<file path="src/rtl/tage_update.sv">
// TAGE training-side writer: base/provider counter update, allocation and useful-bit sweep.
// Optional macro TAGE_PERIODIC_DECAY_EN adds a sweep every DECAY_PERIOD accepted updates.
module tage_update #(
  parameter int NUM_TABLES   = 12,
  parameter int IDX_W        = 11,
  parameter int TAG_W        = 15,
  parameter int CTR_W        = 3,
  parameter int U_W          = 2,
  parameter int TICK_W       = 8,
  parameter int DECAY_PERIOD = 1000
) (
  input  logic                        clk,
  input  logic                        reset,
  input  logic                        upd_valid,
  output logic                        upd_ready,
  input  logic                        upd_taken,
  input  logic                        upd_pred,
  input  logic                        upd_alt_pred,
  input  logic [3:0]                  upd_provider,
  input  logic [1:0]                  upd_base_ctr,
  input  logic [CTR_W-1:0]            upd_prov_ctr,
  input  logic [U_W-1:0]              upd_prov_u,
  input  logic [NUM_TABLES*IDX_W-1:0] upd_idx,
  input  logic [NUM_TABLES*TAG_W-1:0] upd_tag,
  input  logic [NUM_TABLES*U_W-1:0]   upd_u_vec,
  output logic                        wr_en,
  output logic                        wr_bcast,
  output logic [3:0]                  wr_table,
  output logic [IDX_W-1:0]            wr_idx,
  output logic [TAG_W-1:0]            wr_tag,
  output logic [CTR_W-1:0]            wr_ctr,
  output logic [U_W-1:0]              wr_u,
  output logic                        wr_tag_en,
  output logic                        wr_ctr_en,
  output logic                        wr_u_en
);

  typedef enum logic [1:0] {IDLE = 2'd0, PROV = 2'd1, ALLOC = 2'd2, SWEEP = 2'd3} state_t;

  localparam logic [CTR_W-1:0]  CTR_WEAK_T  = {1'b1, {(CTR_W-1){1'b0}}};
  localparam logic [CTR_W-1:0]  CTR_WEAK_NT = {1'b0, {(CTR_W-1){1'b1}}};
  localparam logic [TICK_W-1:0] TICK_NEAR   = {{(TICK_W-1){1'b1}}, 1'b0};
  localparam logic [IDX_W-1:0]  IDX_LAST    = {IDX_W{1'b1}};

  function automatic logic [CTR_W-1:0] ctr_sat(input logic [CTR_W-1:0] c, input logic up);
    if (up) return (c == {CTR_W{1'b1}}) ? c : c + CTR_W'(1);
    else    return (c == {CTR_W{1'b0}}) ? c : c - CTR_W'(1);
  endfunction

  function automatic logic [1:0] base_sat(input logic [1:0] c, input logic up);
    if (up) return (c == 2'd3) ? c : c + 2'd1;
    else    return (c == 2'd0) ? c : c - 2'd1;
  endfunction

  function automatic logic [U_W-1:0] u_sat(input logic [U_W-1:0] u, input logic up);
    if (up) return (u == {U_W{1'b1}}) ? u : u + U_W'(1);
    else    return (u == {U_W{1'b0}}) ? u : u - U_W'(1);
  endfunction

  state_t                      state_r;
  logic                        taken_r;
  logic                        pred_r;
  logic [3:0]                  prov_r;
  logic [NUM_TABLES*IDX_W-1:0] idx_r;
  logic [NUM_TABLES*TAG_W-1:0] tag_r;
  logic [NUM_TABLES*U_W-1:0]   u_vec_r;
  logic [TICK_W-1:0]           tick_r;
  logic                        sweep_pend_r;
`ifdef TAGE_PERIODIC_DECAY_EN
  localparam int DC_W = $clog2(DECAY_PERIOD) + 1;
  logic [DC_W-1:0]             upd_cnt_r;
`endif

  logic [3:0]       p_slot_s;
  logic [IDX_W-1:0] p_idx_s;
  logic [CTR_W-1:0] p_ctr_s;
  logic [U_W-1:0]   p_u_s;
  logic             p_u_en_s;
  logic             prov_dir_s;
  logic             a_found_s;
  logic [3:0]       a_slot_s;
  logic             alloc_s;
  logic             leave_s;

  // Provider-write fields from live inputs; allocation search over the registered snapshot.
  always_comb begin
    p_slot_s   = ((upd_provider == 4'd0) || (upd_provider > 4'(NUM_TABLES))) ? 4'd0 : upd_provider - 4'd1;
    p_idx_s    = upd_idx[p_slot_s*IDX_W +: IDX_W];
    prov_dir_s = upd_prov_ctr[CTR_W-1];
    if (upd_provider == 4'd0) begin
      p_ctr_s  = {{(CTR_W-2){1'b0}}, base_sat(upd_base_ctr, upd_taken)};
      p_u_s    = {U_W{1'b0}};
      p_u_en_s = 1'b0;
    end else begin
      p_ctr_s  = ctr_sat(upd_prov_ctr, upd_taken);
      p_u_s    = (prov_dir_s != upd_alt_pred) ? u_sat(upd_prov_u, prov_dir_s == upd_taken) : upd_prov_u;
      p_u_en_s = 1'b1;
    end
    // Scan downward so the lowest qualifying table wins.
    a_found_s = 1'b0;
    a_slot_s  = 4'd0;
    for (int t = NUM_TABLES; t >= 1; t--) begin
      if ((4'(t) > prov_r) && (u_vec_r[(t-1)*U_W +: U_W] == {U_W{1'b0}})) begin
        a_found_s = 1'b1;
        a_slot_s  = 4'(t - 1);
      end else begin
        a_found_s = a_found_s;
        a_slot_s  = a_slot_s;
      end
    end
    alloc_s = (pred_r != taken_r) && (prov_r < 4'(NUM_TABLES));
    leave_s = ((state_r == PROV) && !alloc_s) || (state_r == ALLOC);
  end

  // Update FSM, counters and registered write port.
  always_ff @(posedge clk) begin
    if (!reset) begin
      state_r      <= IDLE;
      upd_ready    <= 1'b0;
      taken_r      <= 1'b0;
      pred_r       <= 1'b0;
      prov_r       <= 4'd0;
      idx_r        <= '0;
      tag_r        <= '0;
      u_vec_r      <= '0;
      tick_r       <= '0;
      sweep_pend_r <= 1'b0;
      wr_en        <= 1'b0;
      wr_bcast     <= 1'b0;
      wr_table     <= 4'd0;
      wr_idx       <= '0;
      wr_tag       <= '0;
      wr_ctr       <= '0;
      wr_u         <= '0;
      wr_tag_en    <= 1'b0;
      wr_ctr_en    <= 1'b0;
      wr_u_en      <= 1'b0;
`ifdef TAGE_PERIODIC_DECAY_EN
      upd_cnt_r    <= '0;
`endif
    end else begin
      wr_en     <= 1'b0;
      wr_bcast  <= 1'b0;
      wr_table  <= 4'd0;
      wr_idx    <= '0;
      wr_tag    <= '0;
      wr_ctr    <= '0;
      wr_u      <= '0;
      wr_tag_en <= 1'b0;
      wr_ctr_en <= 1'b0;
      wr_u_en   <= 1'b0;
      case (state_r)
        IDLE: begin
          upd_ready <= 1'b1;
          if (upd_valid && upd_ready) begin
            upd_ready <= 1'b0;
            state_r   <= PROV;
            taken_r   <= upd_taken;
            pred_r    <= upd_pred;
            prov_r    <= upd_provider;
            idx_r     <= upd_idx;
            tag_r     <= upd_tag;
            u_vec_r   <= upd_u_vec;
            wr_en     <= 1'b1;
            wr_table  <= upd_provider;
            wr_idx    <= p_idx_s;
            wr_ctr    <= p_ctr_s;
            wr_u      <= p_u_s;
            wr_ctr_en <= 1'b1;
            wr_u_en   <= p_u_en_s;
`ifdef TAGE_PERIODIC_DECAY_EN
            if (upd_cnt_r == DC_W'(DECAY_PERIOD - 1)) begin
              upd_cnt_r    <= '0;
              sweep_pend_r <= 1'b1;
            end else begin
              upd_cnt_r    <= upd_cnt_r + DC_W'(1);
            end
`endif
          end
        end
        PROV: begin
          if (alloc_s) begin
            state_r <= ALLOC;
            if (a_found_s) begin
              wr_en     <= 1'b1;
              wr_table  <= a_slot_s + 4'd1;
              wr_idx    <= idx_r[a_slot_s*IDX_W +: IDX_W];
              wr_tag    <= tag_r[a_slot_s*TAG_W +: TAG_W];
              wr_ctr    <= taken_r ? CTR_WEAK_T : CTR_WEAK_NT;
              wr_tag_en <= 1'b1;
              wr_ctr_en <= 1'b1;
              wr_u_en   <= 1'b1;
              tick_r    <= (tick_r == '0) ? tick_r : tick_r - TICK_W'(1);
            end else if (tick_r == TICK_NEAR) begin
              tick_r       <= '0;
              sweep_pend_r <= 1'b1;
            end else begin
              tick_r       <= tick_r + TICK_W'(1);
            end
          end
        end
        ALLOC: begin
          state_r <= ALLOC;
        end
        SWEEP: begin
          if (wr_idx == IDX_LAST) begin
            state_r      <= IDLE;
            upd_ready    <= 1'b1;
            sweep_pend_r <= 1'b0;
          end else begin
            wr_en    <= 1'b1;
            wr_bcast <= 1'b1;
            wr_u_en  <= 1'b1;
            wr_idx   <= wr_idx + IDX_W'(1);
          end
        end
        default: begin
          state_r <= IDLE;
        end
      endcase
      // Sweep entry issues index 0 immediately so the sweep spans exactly 2^IDX_W cycles.
      if (leave_s) begin
        if (sweep_pend_r) begin
          state_r  <= SWEEP;
          wr_en    <= 1'b1;
          wr_bcast <= 1'b1;
          wr_u_en  <= 1'b1;
          wr_idx   <= '0;
        end else begin
          state_r   <= IDLE;
          upd_ready <= 1'b1;
        end
      end
    end
  end

endmodule

</file>
<file path="config.mk">
export PLATFORM = sky130hd
export DESIGN_NAME = tage_update
export DESIGN_NICKNAME = d
export VERILOG_FILES = /design/src/rtl/tage_update.sv
export SDC_FILE = /design/constraint.sdc
export NUM_CORES = 1
export LEC_CHECK = 0
export CAP_MARGIN = 20
export CORE_MARGIN = 10
export CORE_UTILIZATION = 30
export DETAILED_ROUTE_END_ITERATION = 12
export PLACE_DENSITY_LB_ADDON = 0.25
export SLEW_MARGIN = 40
export SYNTH_ARGS = -nofsm -noshare
export SYNTH_HDL_FRONTEND = slang
export SYNTH_SLANG_ARGS = --single-unit
export TNS_END_PERCENT = 5
</file>
<file path="constraint.sdc">
create_clock -name clk -period 8.4 [get_ports clk]
set_clock_uncertainty 0.2 [all_clocks]
set_input_delay 1.26 -clock clk [delete_from_list [all_inputs] [get_ports clk]]
set_output_delay 1.26 -clock clk [all_outputs]
set_load 0.1 [all_outputs]
</file>
==> results.yml, run 1 <==
worst_setup_path:
  worstPathRequired_ps: 8710
  rr_endpoint: "wr_tag[6]"
  critPathMaxFanout: 85
  timing.critical_path.arrival_ps: 5160
  r2r_slack_ps: 3550
  startpoint_type: "register"
  worst_setup_path_end_kind: "register"
  path_class: "reg2reg"
  rr_worst_depth: 11
  r2r_start: "prov_r[3]"
hold_path:
  hold_depth: 2
  worstHoldStart: "idx_r[61]"
  hold_path_end: "idx_r[61]"
  hold_path.class: "reg2reg"
clocking:
  clk_pin_slew_ps: 60
  cts_tree: "built"
  cts_resized: 0
  cts_setup_buffers: 0
  numCtsBuffers: 47
  clockBufferDepth: 3
  clock_latency_ps: 590
  htree_levels: 2
  clock-sinks: 394
  root_buffer: "clkbuf_16"
  hold_buffers: 0
pwr:
  leakage_nw: 8.598
  cellPowerDensity_nw_per_um2: 252.2
  vdd_drop_max_v: 0.0001447
synthesis:
  yosysTopAreaCell: "dfxtp_1"
  yosys-top-cells-count: "nand2_1 (974), dfxtp_1 (394), a21boi_0 (346), clkbuf_1 (172), a31oi_1 (63)"
  yosysUniqueCellTypes: 63
  yosysMostFrequentCell: "nand2_1"
  syn-cell-area_um2: 19410
  syn_nets: 2928
  synth_seq_cells: 394
  syn-instance-count: 2560
  synth_top_area_share_pct: 40.63
  ys.flop_type: "dfxtp_1"
  synthArstFlopShare_pct: 0
  synth-edff-count: 0
  syn-mean-instance-area_um2: 7.582
  synthTopCellsByArea: "dfxtp_1 (41%), nand2_1 (19%), a21boi_0 (13%)"
  yosysWarningCount: 0
  seq_area_frac_synth_pct: 40.63
placed_design:
  placed_area_um2: 23640
  io_buffers: 393
  gp_congestion: 0.9122
  hpwl_mm: 59.77
  pre_cts_slack_ps: 2497
  dp_cells: 3626
timing:
  min_period_ps: 4847
  clock.fmax_mhz: 206.3
  min_period_over_period_pct: 57.70
  setup_slack_ps: 3553
  whs_ps: 266.3
  report.final.slew_viol_count: 0
  finalSetupViolCount: 0
  fin_setup_tns_ps: 0
  worst_slew_pin_slew_ps: 840.3
  grt_setup_unrepaired: "false"
  finalHoldViolCount: 0
  relSlewSlack_pct: 43.98
layout:
  final_cell_area_um2: 25200
  multiInputGateArea_um2: 10660
  fillCellCount: 6625
  syn_to_final_growth_pct: 29.82
  final_layout_size_suffix_gt1_share_pct: 5.754
  diodes: 0
  area.sequential_um2: 7888
  fin_nets: 3189
  final_cells: 3705
routing:
  wl_mm: 81.30
  dr.pass1.iters: 5
  drtIter0Drc: 1732
  drc: 0
  ant_nets: 0
  wl_per_cell_um: 21.94
  num_vias: 19420
  vias_per_cell: 5.240
global_route:
  first_global_vias: 18660
  antenna_found_initial: 4
  grt_max_degree: 207
  grt_use_total_pct: 20.61
  grt_pass1_wl_mm: 119.8
  grt.overflow.total: 0
die:
  io_pins: 394
  rows: 93
  die_w_um: 274.4
  start_util_pct: 30.22
  core_area_um2: 64230
  dieArea_um2: 75280
  die_h_um: 274.4
flow_run:
  drv_cap: 0
status:
  outcome: "complete, no violations"
worst max-delay path, cell delays in order (launching register included):
cell,delay [ps]
dfxtp_1,460
and2_1,270
or4b_4,560
a221oi_4,350
o211ai_4,120
buf_4,380
inv_6,590
buf_6,620
nand2_1,100
and3_1,190
a311oi_1,650
a221o_1,190
layout make-up:
| class | count | share of cell area (%) |
|---|---|---|
| inverter | 30 | 0.4766 |
| sequential | 394 | 31.30 |
| tap | 855 | 4.245 |
| clock buffer | 67 | 5.491 |
| clock inverter | 11 | 0.5362 |
| multi-input combinational | 1932 | 42.29 |
| timing repair buffer | 416 | 15.66 |
where the power goes:
group | switching, mW | total, mW | internal [mW]
sequential | 0.145 | 2.26 | 2.11
combinational | 1.42 | 2.05 | 0.623
clock | 0.826 | 2.05 | 1.23
through the flow:
stage	total power [mW]	utilization, %
2_1_floorplan	3.574	-
3_3_place_gp	4.300	37.06
3_5_place_dp	4.325	36.81
4_1_cts	6.374	39.18
5_1_grt	6.663	39.23
6_report	6.356	39.23
layout by cell type (no fill, tap or decap), drive strengths merged, types with 7 or more instances in the layout:
cell type and count:
ha 15, a21boi 346, and2 9, clkbuf 69
a221o 27, dfxtp 394, a221oi 22, inv 30
nor4 7, nor2 47, a311oi 16, o221ai 8
nand3 28, a31oi 63, xnor2 7, buf 64
nor3 26, and3 57, o211ai 12, mux2i 55
o31a 8, a21oi 54, nand2 974, o22ai 9
o21ai 24, a22oi 7, nand4 8, clkdlybuf4s50 350
a211oi 23, or3 12
cells by family after synthesis:
| logic type | count (synthesis) | synth area share, % |
|---|---|---|
| AO/OA/AOI/OAI | 654 | 24.84 |
| XOR/XNOR | 13 | 0.5866 |
| adder cells (fa/ha/maj) | 16 | 1.018 |
| buffers and inverters | 234 | 4.860 |
| flip-flops | 394 | 40.63 |
| multiplexers | 61 | 3.184 |
| AND/OR/NAND/NOR | 1188 | 24.88 |
state kept, by name, indices dropped and copies added (netlist names), 2 cells and up:
register  cells
u_vec_r      24
state_r       2
idx_r       132
tag_r       180
prov_r        4
wr_table      4
wr_idx       11
wr_ctr        3
wr_u          2
tick_r        8
wr_tag       15
routing by layer:
metal / vias up / global-route usage [%] / routed length, µm
li1: 9255 / - / -
met1: 9318 / 28.13 / 36810
met2: 710 / 32.42 / 36710
met3: 125 / 4.251 / 5816
met4: 8 / 5.610 / 1925
met5: - / 0 / 48
worst max-delay path by stage:
stage	start	endpoint	slack, ps	cells after the start
detailed placement	upd_provider[0]	wr_idx[7]	2500	11
global placement	upd_provider[0]	wr_idx[5]	2450	11
floorplan	upd_provider[0]	wr_idx[10]	4020	14
CTS	upd_provider[0]	wr_idx[7]	3080	11
finish	prov_r[3]	wr_tag[6]	3550	11
global route	prov_r[3]	wr_tag[8]	3410	11
No activity file was read; power rests on OpenSTA's default activity.
==> run 2: changes to the inputs <==
- clock period: 8.4 -> 4.8 ns (I/O delays scaled with it)
==> run 2 against run 1 <==
Net effect:
- first-iteration DRC count up 8.0%
- sequential power grew 75%
- via count rose by 1.4%
- sequential share of layout area shrank 0.31 points
- register-to-register slack lost 2700 ps
- utilization increased by 0.39 points
- clock power rose by 79%
- largest cell class unchanged
- largest power group unchanged
==> results.yml, run 2 (synthesis results as in run 1) <==
clocking:
  hold_buffers: 0
  numCtsBuffers: 46
  clockBufferDepth: 3
  htree_levels: 2
  cts_resized: 0
  clk_pin_slew_ps: 60
  clock_latency_ps: 580
  cts_tree: "built"
  cts_setup_buffers: 0
  root_buffer: "clkbuf_16"
  clock-sinks: 394
global_route:
  first_global_vias: 18820
  grt.overflow.total: 0
  grt_max_degree: 176
  grt_use_total_pct: 20.83
  antenna_found_initial: 14
  grt_pass1_wl_mm: 120.8
routing:
  wl_mm: 82.41
  dr.pass1.iters: 5
  wl_per_cell_um: 22.08
  vias_per_cell: 5.278
  drtIter0Drc: 1870
  num_vias: 19700
  ant_nets: 0
  drc: 0
worst_setup_path:
  crit_chain: "nor2_1 -> and2_1 -> or3_1 -> nor3_1 -> buf_4 -> nand2_1 -> a311oi_1 -> a221o_1"
  r2r_slack_ps: 900
  worst_setup_path_end_kind: "register"
  critPathMaxFanout: 15
  crit_path_top_delay_cell: "a311oi_1"
  startpoint_type: "register"
  path_class: "reg2reg"
  worstPathRequired_ps: 5120
  timing.critical_path.arrival_ps: 4220
  path_buf_inv: 1
  critPathTopFamily: "simple AND/OR/NAND/NOR gates"
  slowest_delay_ps: 720
layout:
  fin_nets: 3202
  layout_common_cells: "nand2_1 (974), dfxtp_1 (394), clkdlybuf4s50_1 (351), a21boi_0 (346), a31oi_1 (63)"
  fillCellCount: 6569
  reg_top3: "tag_r (180), idx_r (132), u_vec_r (24)"
  final_layout_size_suffix_gt1_share_pct: 6.267
  final_common_cell: "nand2_1"
  largest_register_ffs: 180
  syn_to_final_growth_pct: 31.11
  final_cell_area_um2: 25450
  top_register: "tag_r"
pwr:
  switchingPower_mw: 4.253
  cellPowerDensity_nw_per_um2: 443.8
  internal_power_mw: 7.041
  leakage_nw: 8.738
  vdd_drop_max_v: 0.0003946
  combinationalPowerShare_pct: 32.5
  clkPwrFrac_pct: 32.5
  p_seq_share_pct: 35.0
  p_total_mw: 11.29
  swShare_pct: 37.66
placed_design:
  hpwl_mm: 60.18
  placed_area_um2: 23840
  gp_congestion: 0.9474
  io_buffers: 393
die:
  io_pins: 394
  die_w_um: 274.4
  dieArea_um2: 75280
  rows: 93
  die_h_um: 274.4
  core_area_um2: 64230
  start_util_pct: 30.22
timing:
  relSlewSlack_pct: 33.43
  fin_setup_tns_ps: 0
  grt_setup_unrepaired: "false"
  report.final.slew_viol_count: 0
  min_period_over_period_pct: 81.19
  worst_slew_pin_slew_ps: 973.4
  finalSetupViolCount: 0
  finalHoldViolCount: 0
  clock.fmax_mhz: 256.6
  min_period_ps: 3897
hold_path:
  hold_path.class: "reg2reg"
flow_run:
  drv_cap: 0
status:
  outcome: "complete, no violations"
==> run 2: changes by cell type in the layout (fill, tap and decap cells not counted), sizes merged <==
cell and delta:
buf +13, bufinv -1, clkbuf +5, clkdlybuf4s50 +1, clkinv +4, diode +5
==> run 2: final timing paths <==
check                  from  cells after the start   endpoint
setup / recovery  prov_r[3]                      8  wr_tag[2]
hold / removal    tag_r[82]                      2  tag_r[82]
setup reg to reg  prov_r[3]                      8  wr_tag[2]
hold reg to reg   tag_r[82]                      2  tag_r[82]
==> run 2: power groups by stage <==
stage | registers, mW | logic, mW | clock network (mW)
2_1_floorplan | 4.12 | 2.13 | 0
3_3_place_gp | 4.00 | 3.62 | 0
3_5_place_dp | 4.02 | 3.65 | 0
4_1_cts | 3.95 | 3.66 | 3.74
5_1_grt | 4.00 | 3.96 | 3.87
6_report | 3.95 | 3.67 | 3.67
==> run 2: layout make-up <==
type,instances,area [µm²],area share (%)
flip-flops and latches,394,7888,30.99
well taps,855,1070,4.204
clock buffers,72,1453,5.708
repair buffers,430,4135,16.25
diodes,5,12.51,0.04916
multi-input cells,1932,10650,41.84
clock inverters,14,128.9,0.5064
inverters,30,115.1,0.4523
==> run 2: per-layer routing <==
metal | up-vias | part of all wire (%) | routed length [µm] | global-route usage (%)
li1 | 9295 | - | - | -
met1 | 9538 | 45 | 37010 | 28.58
met2 | 726 | 45 | 37100 | 32.52
met3 | 119 | 7.5 | 6204 | 4.443
met4 | 18 | 2.4 | 1972 | 5.509
met5 | - | 0.14 | 115 | 0
==> run 2: worst register-to-register path: cells and delay by family, from the launching register on <==
| kind | cells | cell delay (ps) |
|---|---|---|
| compound gates | 2 | 940 |
| flops | 1 | 620 |
| simple gates | 5 | 1840 |
| buf+inv | 1 | 250 |
==> run 2: per-stage QoR <==
step	utilization (%)	worst slack, ps	cells	hold WS, ps
after global routing	39.61	752.7	3730	282.2
final	39.62	903.0	3732	262.9
after CTS	39.57	773.6	3727	267.3
after detailed placement	37.11	815.1	3641	258.9
after global placement	37.39	869.0	3639	249.7
after floorplan	-	959.9	2560	239.0
==> run 3: changes to the inputs <==
- clock period: 4.8 -> 3.17 ns (I/O delays scaled with it)
==> run 3 against run 2 <==
Net effect:
- the flow now finishes with violations (setup timing)
- global-route usage rose by 0.91 points
- sequential power is 52% higher
- critical endpoint is now wr_idx[4]
- die area is the same
==> results.yml, run 3 (synthesis results as in run 1) <==
placed_design:
  gp_congestion: 0.9375
  pre_cts_slack_ps: -224.8
  io_buffers: 393
  hpwl_mm: 64.06
  dp_cells: 3738
  placed_area_um2: 24880
routing:
  drc: 0
  drtIter0Drc: 1778
  wl_per_cell_um: 22.46
  dr.pass1.iters: 5
  wl_mm: 86.10
  vias_per_cell: 5.220
  num_vias: 20010
  ant_nets: 0
pwr:
  leakage_nw: 9.482
  cellPowerDensity_nw_per_um2: 692.4
  vdd_drop_max_v: 0.0004019
  p_total_mw: 18.63
die:
  dieArea_um2: 75280
  core_area_um2: 64230
  io_pins: 394
  die_w_um: 274.4
  die_h_um: 274.4
  start_util_pct: 30.22
  rows: 93
worst_setup_path:
  timing.critical_path.arrival_ps: 3500
  worstPathRequired_ps: 3490
  critPathMaxFanout: 15
  crit_path_top_delay_cell: "or4b_4"
  worst_setup_path_end_kind: "register"
  crit_top_cell: "buf_12"
  critPathTopFamily: "simple AND/OR/NAND/NOR gates"
  crit_chain: "and2_1 -> or4b_4 -> a221oi_4 -> o211ai_4 -> buf_12 -> clkinv_8 -> buf_12 -> nor3_1 -> or3_1 -> a221o_1 -> a21oi_2"
  startpoint_type: "register"
  slowest_delay_ps: 540
  path_buf_inv: 3
  path_class: "reg2reg"
timing:
  min_period_over_period_pct: 100.3
  report.final.slew_viol_count: 0
  fin_setup_tns_ps: -9.664
  finalHoldViolCount: 0
  setup_slack_ps: -9.045
  relSlewSlack_pct: 49.80
  grt_setup_unrepaired: "true"
  worst_slew_pin_slew_ps: 753.0
  min_period_ps: 3179
  clock.fmax_mhz: 314.6
  finalSetupViolCount: 2
clocking:
  clock_latency_ps: 580
  clk_pin_slew_ps: 60
  htree_levels: 2
  root_buffer: "clkbuf_16"
  cts_tree: "built"
  clock-sinks: 394
  numCtsBuffers: 47
  clockBufferDepth: 3
layout:
  final_cells: 3833
  final_common_cell: "nand2_1"
  reg_top3: "tag_r (180), idx_r (132), u_vec_r (24)"
  layout_common_cells: "nand2_1 (972), dfxtp_1 (392), clkdlybuf4s50_1 (351), a21boi_0 (346), buf_4 (148)"
  top_register: "tag_r"
  fin_nets: 3311
  final_cell_area_um2: 26910
  final_layout_size_suffix_gt1_share_pct: 10.88
  largest_register_ffs: 180
  syn_to_final_growth_pct: 38.65
  diodes: 0
global_route:
  grt.overflow.total: 0
  antenna_found_initial: 1
  grt_pass1_wl_mm: 125.5
  grt_use_total_pct: 21.73
  first_global_vias: 19780
  grt_max_degree: 172
flow_run:
  drv_cap: 0
status:
  outcome: "finished with violations"
  violations: "setup timing"
hold_path:
  hold_path.class: "in2reg"
[run 3: cell types whose count changed in the layout (fill, tap and decap cells not counted), moves of 6 or more]
cell,before,now
a31oi_2,0,6
and3_1,55,42
buf_2,43,0
clkbuf_1,9,3
buf_12,9,27
a31oi_1,63,57
buf_4,22,148
and3_4,1,9
[run 3: worst paths after layout]
kind / slack, ps / startpoint / to / cells after the start
min: 180 / reset / wr_bcast / 2
min reg2reg: 260 / idx_r[75] / idx_r[75] / 2
max reg2reg: -9 / prov_r[2] / wr_idx[4] / 11
max: -9 / prov_r[2] / wr_idx[4] / 11
[run 3: area by class of cell]
type	instances	area [µm²]
Sequential cell	394	7890
Tap cell	855	1070
Inverter	30	125.1
Multi-Input combinational cell	1932	10800
Timing Repair inverter	1	16.27
Clock buffer	63	1366
Timing Repair Buffer	537	5389
Fill cell	6542	37320
Clock inverter	21	255.2
[run 3: per-layer routing]
| layer | routed length (µm) | global-route usage (%) | up-vias |
|---|---|---|---|
| li1 | - | - | 9516 |
| met2 | 38560 | 33.71 | 722 |
| met5 | 15 | 0 | - |
| met4 | 2571 | 7.374 | 2 |
| met3 | 6320 | 4.783 | 120 |
| met1 | 38640 | 29.34 | 9649 |
[run 3: where the power goes]
group	switching [mW]	internal [mW]
sequential	0.402	5.60
combinational	4.22	2.72
clock	2.26	3.43
total	6.89	11.7
[run 3: worst register-to-register path: cells and delay by family (launching register included)]
family / cells / cell delay, ps
compound gates: 4 / 1010
simple gates: 4 / 1170
buf+inv: 3 / 420
flops: 1 / 340
[run 3: repair_timing]
| action | in CTS | in global routing |
|---|---|---|
| pin swaps | 1 | 10 |
| setup endpoints to repair | 21 | 26 |
| gates cloned | 1 | 3 |
| hold buffers | 0 | 0 |
| resized for setup | 7 | 50 |
| buffers inserted | 0 | 7 |
[run 3: through the flow]
stage	hold slack (ps)	utilization (%)
after CTS	141.3	41.36
after detailed placement	256.2	38.73
after global placement	246.8	38.73
after floorplan	239.0	-
after global routing	182.8	41.90
final	180.5	41.90
